<file path="config.mk">
export PLATFORM = sky130hd
export DESIGN_NAME = load_mshr_flat
export DESIGN_NICKNAME = d
export VERILOG_FILES = /design/src/rtl/load_mshr_if.sv /design/src/rtl/load_mshr.sv /design/src/flat_wrapper.sv
export SDC_FILE = /design/constraint.sdc
export NUM_CORES = 1
export LEC_CHECK = 0
export ABC_AREA = 1
export BUFFER_PORTS_ARGS = -buffer_cell sky130_fd_sc_hd__buf_4
export CAP_MARGIN = 40
export CORE_AREA = 2 2 172 174
export CTS_BUF_LIST = sky130_fd_sc_hd__clkbuf_4 sky130_fd_sc_hd__clkbuf_8 sky130_fd_sc_hd__clkbuf_16
export CTS_CLUSTER_DIAMETER = 80
export DETAILED_ROUTE_END_ITERATION = 8
export DIE_AREA = 0 0 174 176
export PLACE_DENSITY = 0.73
export SYNTH_ARGS = -nofsm -noshare
export SYNTH_HDL_FRONTEND = slang
export SYNTH_SLANG_ARGS = --single-unit
</file>
<file path="constraint.sdc">
create_clock -name clock -period 2.2 [get_ports clock]
set_input_delay 0.33 -clock clock [delete_from_list [all_inputs] [get_ports clock]]
set_output_delay 0.33 -clock clock [all_outputs]
set_load 0.01 [all_outputs]
</file>
<file path="src/rtl/load_mshr_if.sv">
// Shared load-MSHR types and the unified memory-bus interface.
// master: MSHR drives command/addr and samples tags/data; slave: memory side.
`ifndef MSHR_SZ
`define MSHR_SZ 4
`endif

package load_mshr_pkg;
  typedef logic [31:0] ADDR;
  typedef logic [63:0] MEM_BLOCK;
  typedef enum logic [1:0] {
    MEM_NONE  = 2'h0,
    MEM_LOAD  = 2'h1,
    MEM_STORE = 2'h2
  } MEM_COMMAND;
  typedef enum logic [1:0] {
    INVALID = 2'h0,
    PENDING = 2'h1,
    WAITING = 2'h2
  } mshr_state_e;
endpackage

interface load_mshr_if;
  import load_mshr_pkg::*;
  MEM_COMMAND proc2mem_command;
  ADDR        proc2mem_addr;
  logic [3:0] mem2proc_transaction_tag;
  logic [3:0] mem2proc_data_tag;
  MEM_BLOCK   mem2proc_data;

  modport master (
    output proc2mem_command,
    output proc2mem_addr,
    input  mem2proc_transaction_tag,
    input  mem2proc_data_tag,
    input  mem2proc_data
  );
  modport slave (
    input  proc2mem_command,
    input  proc2mem_addr,
    output mem2proc_transaction_tag,
    output mem2proc_data_tag,
    output mem2proc_data
  );
endinterface

</file>
<file path="src/rtl/load_mshr.sv">
// Load miss-status holding registers: allocate, send MEM_LOAD with retry,
// match returning data tags, and present a registered one-cycle fill.
// Ports: clock/reset (sync, active-high); FU side start_load, Dmem_addr,
// dm_squash, start_store, dm_stalled, Dmem_* fill, mshr2cache_wr; memory
// side via load_mshr_if.master. Optional macro MSHR_COALESCE_EN merges
// requests to a block address that is already outstanding.
module load_mshr
  import load_mshr_pkg::*;
#(
  parameter int DEPTH = `MSHR_SZ
) (
  input  logic           clock,
  input  logic           reset,
  input  logic           start_load,
  input  ADDR            Dmem_addr,
  input  logic           dm_squash,
  input  logic           start_store,
  load_mshr_if.master    mem,
  output logic           dm_stalled,
  output logic           Dmem_data_ready,
  output ADDR            Dmem_base_addr,
  output MEM_BLOCK       Dmem_load_data,
  output logic           mshr2cache_wr
);
  localparam int IW = (DEPTH > 1) ? $clog2(DEPTH) : 1;

  mshr_state_e state_q [DEPTH];
  mshr_state_e state_d [DEPTH];
  ADDR         addr_q  [DEPTH];
  ADDR         addr_d  [DEPTH];
  logic [3:0]  tag_q   [DEPTH];
  logic [3:0]  tag_d   [DEPTH];

  logic     fill_v_q, fill_v_d;
  ADDR      fill_addr_q, fill_addr_d;
  MEM_BLOCK fill_data_q, fill_data_d;

  logic [IW-1:0] free_idx, send_idx, fill_idx;
  logic          any_free, send_v, fill_v, alloc, hit;

  // Lowest-index scans: the loop runs high-to-low so the last hit wins.
  always_comb begin
    free_idx = '0;
    send_idx = '0;
    fill_idx = '0;
    any_free = 1'b0;
    send_v   = 1'b0;
    fill_v   = 1'b0;
    hit      = 1'b0;
    for (int i = DEPTH - 1; i >= 0; i--) begin
      if (state_q[i] == INVALID) begin
        free_idx = IW'(i);
        any_free = 1'b1;
      end
      if (state_q[i] == PENDING) begin
        send_idx = IW'(i);
        send_v   = 1'b1;
      end
      if (state_q[i] == WAITING &&
          mem.mem2proc_data_tag != 4'd0 &&
          tag_q[i] == mem.mem2proc_data_tag) begin
        fill_idx = IW'(i);
        fill_v   = 1'b1;
      end
`ifdef MSHR_COALESCE_EN
      if (state_q[i] != INVALID && addr_q[i] == Dmem_addr)
        hit = 1'b1;
`endif
    end
    send_v = send_v && !start_store;
    alloc  = start_load && any_free && !hit;
  end

  always_comb begin
    for (int i = 0; i < DEPTH; i++) begin
      state_d[i] = state_q[i];
      addr_d[i]  = addr_q[i];
      tag_d[i]   = tag_q[i];
    end
    if (send_v && mem.mem2proc_transaction_tag != 4'd0 && !dm_squash) begin
      state_d[send_idx] = WAITING;
      tag_d[send_idx]   = mem.mem2proc_transaction_tag;
    end
    if (dm_squash)
      for (int i = 0; i < DEPTH; i++)
        if (state_q[i] == PENDING)
          state_d[i] = INVALID;
    if (fill_v)
      state_d[fill_idx] = INVALID;
    // The free entry is INVALID now, so nothing above touched it.
    if (alloc) begin
      state_d[free_idx] = PENDING;
      addr_d[free_idx]  = Dmem_addr;
    end
    fill_v_d    = fill_v;
    fill_addr_d = fill_v ? addr_q[fill_idx] : fill_addr_q;
    fill_data_d = fill_v ? mem.mem2proc_data : fill_data_q;
  end

  always_comb begin
    dm_stalled           = !any_free;
    mem.proc2mem_command = send_v ? MEM_LOAD : MEM_NONE;
    mem.proc2mem_addr    = send_v ? addr_q[send_idx] : '0;
    Dmem_data_ready      = fill_v_q;
    mshr2cache_wr        = fill_v_q;
    Dmem_base_addr       = fill_addr_q;
    Dmem_load_data       = fill_data_q;
  end

  always_ff @(posedge clock) begin
    if (reset) begin
      for (int i = 0; i < DEPTH; i++) begin
        state_q[i] <= INVALID;
        addr_q[i]  <= '0;
        tag_q[i]   <= '0;
      end
      fill_v_q    <= 1'b0;
      fill_addr_q <= '0;
      fill_data_q <= '0;
    end else begin
      for (int i = 0; i < DEPTH; i++) begin
        state_q[i] <= state_d[i];
        addr_q[i]  <= addr_d[i];
        tag_q[i]   <= tag_d[i];
      end
      fill_v_q    <= fill_v_d;
      fill_addr_q <= fill_addr_d;
      fill_data_q <= fill_data_d;
    end
  end
endmodule
</file>
<file path="src/flat_wrapper.sv">
// flat-port wrapper written by rule: the top's interface ports become plain ports
module load_mshr_flat import load_mshr_pkg::*;
#(
  parameter int DEPTH = `MSHR_SZ
)
  (clock, reset, start_load, Dmem_addr, dm_squash, start_store, dm_stalled, Dmem_data_ready, Dmem_base_addr, Dmem_load_data, mshr2cache_wr, mem_proc2mem_command, mem_proc2mem_addr, mem_mem2proc_transaction_tag, mem_mem2proc_data_tag, mem_mem2proc_data);
  load_mshr_if mem_i ();
  input  logic clock;
  input  logic reset;
  input  logic start_load;
  input  ADDR Dmem_addr;
  input  logic dm_squash;
  input  logic start_store;
  output logic dm_stalled;
  output logic Dmem_data_ready;
  output ADDR Dmem_base_addr;
  output MEM_BLOCK Dmem_load_data;
  output logic mshr2cache_wr;
  output wire logic [$bits(mem_i.proc2mem_command)-1:0] mem_proc2mem_command;
  output wire logic [$bits(mem_i.proc2mem_addr)-1:0] mem_proc2mem_addr;
  input wire logic [$bits(mem_i.mem2proc_transaction_tag)-1:0] mem_mem2proc_transaction_tag;
  input wire logic [$bits(mem_i.mem2proc_data_tag)-1:0] mem_mem2proc_data_tag;
  input wire logic [$bits(mem_i.mem2proc_data)-1:0] mem_mem2proc_data;
  assign mem_proc2mem_command = mem_i.proc2mem_command;
  assign mem_proc2mem_addr = mem_i.proc2mem_addr;
  assign mem_i.mem2proc_transaction_tag = mem_mem2proc_transaction_tag;
  assign mem_i.mem2proc_data_tag = mem_mem2proc_data_tag;
  assign mem_i.mem2proc_data = mem_mem2proc_data;
  load_mshr #(.DEPTH(DEPTH)) u_core (.clock(clock), .reset(reset), .start_load(start_load), .Dmem_addr(Dmem_addr), .dm_squash(dm_squash), .start_store(start_store), .mem(mem_i), .dm_stalled(dm_stalled), .Dmem_data_ready(Dmem_data_ready), .Dmem_base_addr(Dmem_base_addr), .Dmem_load_data(Dmem_load_data), .mshr2cache_wr(mshr2cache_wr));
endmodule
</file>
==> metrics <==
category of the worst setup path capture point primary output; VDD IR-drop max 0.5591 mV; Synth async-reset ratio 0%; DR pass1 iterations 6; Total Negative Setup Slacks -8.763 ns; via count normalized by instance count 5.358; x dimension of the die 174 um; area share of the leading cell type in the synthesized netlist 43.65%; largest net degree at the start of global routing 79; Post-DRT Antenna Nets 0; GRT Residual Overflow 0; number of buffers between clock root and the deepest sink 3; post-DR wirelength/cell 17.42 um; sequential cell area fraction in the yosys report 43.65%; placer congestion estimate 0.8871; detailed-route wire length on metal 1 15.19 mm; cts bufs inserted 28; highest layer used for signal routing met4; terminating pin of the worst hold path u_core.Dmem_load_data[32]$_SDFFE_PP0N_; f_max 397.9 MHz; max-capacitance violation count 0; Die Ht 176 um; dominant synthesized flop cell dfxtp_1; overall die area 30620 um^2; placement row count 62; via count of the first global-routing pass 12.04k; WL met2 18.92 mm; CTS clock-pin slew for the worst setup and hold paths 0.06 ns; starting DRC count in detailed routing 1155; cell chosen for the clock root clkbuf_16; kind of start point of the critical path register; total of warnings raised by yosys 0; most common cell in the synthesized netlist nor2_1; gr usage total 24.59%; worst endpoint data arrival time 2.18 ns; Min-Delay Path Class in -> reg; reported leakage power 6.759 nW; worst setup slack before clock tree synthesis 0.1321 ns; deepest level of the CTS H-tree 1; clock sink total 249; Total Wirelength 40.61 mm; number of input and output port buffers inserted 240; clock tree from TritonCTS yes; critical path peak fanout 5; RSZ-0062 raised after global routing yes; violations in the final reports negative setup slack; syn nets 1807; pins over their slew limit 0; final worst-path cycle share 114.2%; number of cells in the design after placement 2247; path depth of the worst reg2reg path 10; post-synthesis instance area 11420 um^2; capture point of the worst reg-to-reg path u_core.tag_q[0][14]$_SDFFE_PP0P_; total power draw 10.44 mW; result of the run complete, but fails checks; Tmin final 2.513 ns; Synth top cells by count nor2_1 (411), nand2_1 (263), dfxtp_1 (249); crit path setup slack, layout -0.3134 ns; total via count after detailed routing 12.49k; routed length on met3 4.283 mm; launch point of the worst reg-to-reg path u_core.state_q[2][1]$_SDFF_PP0_; slew at the pin closest to its max-slew limit 0.5587 ns; top-level I/O count 242; total number of nets in the final design 2036; standard cell core area 28550 um^2; total of flip-flops plus latches after synthesis 249; number of enable flip-flop cells after synthesis 0; worst max-slew margin expressed relative to the limit 62.71%; fillers 2626; required time of the worst setup path 1.87 ns; top cells by area in the synthesized netlist dfxtp_1 (44%), nor2_1 (14%), nand2_1 (8.6%), o21ai_0 (8.6%), inv_1 (5.2%); total DRC errors in the routed layout 0; sum of net half-perimeters after detailed placement 24.40 mm; post-synthesis cell count 1698; Hold Path Depth 3; Post-Syn Area per Cell 6.726 um^2; first-pass GRT wire length 61.55 mm; final core area utilization 55.62%; final hold viol count 0; source of the worst hold timing path mem_mem2proc_data[32]; path type of the worst setup path reg -> out; R2R setup slack 0.04 ns; dominant cell type by area after synthesis dfxtp_1; ratio of cells with drive above 1 in the final layout 25.87%; Power Dens Cells 657.5 nW/um^2; Layout Skew 0.006328 ns; Setup violations, final 32; number of antenna violations at the first check in global routing 2; starting utilization of the core area 40.01%; Area Growth Syn to Fin 39.03%; Cell variety after synth 32; clk_lat worst skew 0.55 ns; non-filler cells, final 2331
## cells in the final DEF (no fill, tap or decap), drive strengths merged, types with 3 or more instances in the layout
| cell type | instances |
|---|---|
| nor2 | 415 |
| inv | 166 |
| clkbuf | 45 |
| nand4 | 64 |
| nand3 | 73 |
| dfxtp | 249 |
| buf | 310 |
| o211ai | 3 |
| dlygate4sd3 | 6 |
| clkinv | 5 |
| diode | 3 |
| a21oi | 87 |
| o2111ai | 33 |
| o21ai | 208 |
| nand2 | 269 |
## worst max-delay path by stage
| stage | slack (ns) | start | cells past startpoint | to |
|---|---|---|---|---|
| 2_1_floorplan | 0.40 | u_core.state_q[0][1]$_SDFF_PP0_ | 12 | mem_proc2mem_addr[22] |
| 3_3_place_gp | 0.14 | u_core.state_q[0][1]$_SDFF_PP0_ | 13 | mem_proc2mem_addr[30] |
| 3_5_place_dp | 0.13 | u_core.state_q[0][1]$_SDFF_PP0_ | 10 | mem_proc2mem_addr[17] |
| 4_1_cts | -0.26 | u_core.state_q[1][1]$_SDFF_PP0_ | 14 | mem_proc2mem_addr[15] |
| 5_1_grt | -0.40 | u_core.state_q[1][1]$_SDFF_PP0_ | 14 | mem_proc2mem_addr[23] |
| 6_report | -0.31 | u_core.state_q[1][1]$_SDFF_PP0_ | 14 | mem_proc2mem_addr[23] |
## critical path: stages (launching register included)
cell,delay (ns)
dfxtp_2,0.33
inv_2,0.05
nand2_4,0.09
nand2_4,0.08
a21oi_4,0.16
inv_2,0.07
nand2_4,0.08
inv_8,0.05
buf_8,0.13
clkbuf_16,0.16
nand2_2,0.06
o2111ai_2,0.10
nand2_1,0.09
inv_1,0.04
buf_4,0.13
## report_power, final
part	internal (mW)	total, mW	switching, mW
Combinational	0.531	1.17	0.636
Clock	2.63	4.50	1.87
Sequential	4.64	4.77	0.133
Total	7.81	10.4	2.63
## flip-flops by register name (all words and copies together), names as in the netlist
register                flops
u_core.Dmem_load_data      64
u_core.tag_q               16
u_core.Dmem_base_addr      32
u_core.addr_q             128
u_core.Dmem_data_ready      1
u_core.state_q              8
## what timing repair did
item,4_1_cts,5_1_grt
setup endpoints to repair,34,53
gates cloned,5,5
setup buffers,15,4
gates resized for setup,113,92
pin swaps,16,21
endpoints found under the hold margin,6,0
hold buffers,6,0
## kinds of logic (layout without fill, tap and decap cells)
family / count (synthesis) / after routing / share of synthesized area, %
compound gates: 334 / 334 / 15.86
simple gates: 826 / 826 / 30.07
buf+inv: 288 / 534 / 10.39
other cells: 1 / 4 / 0.03283
flops: 249 / 249 / 43.65
## layer usage
metal  global-route usage [%]  vias up
met1                    28.69     5666
met2                    42.03      722
li1                         -     5934
met4                    13.03        0
met5                        0        -
met3                    5.814      168
## metrics by stage
step | hold slack (ns) | instance area [um^2]
6_report | 0.02968 | 15880
5_1_grt | 0.03013 | 15880
4_1_cts | 0.006099 | 15380
3_5_place_dp | 0.4531 | 13760
3_3_place_gp | 0.4479 | 13760
2_1_floorplan | 0.4372 | 11420
## layout make-up
cell class	count	area (um^2)	share of cell area (%)
Antenna cell	3	7.507	0.04728
Sequential cell	249	5000	31.49
Tap cell	384	480.5	3.026
Inverter	166	640.6	4.034
Clock inverter	6	47.55	0.2994
Timing Repair Buffer	321	3010	18.96
Multi-Input combinational cell	1161	5851	36.84
Clock buffer	41	842.1	5.303
Power figures use the tool's default switching activity.
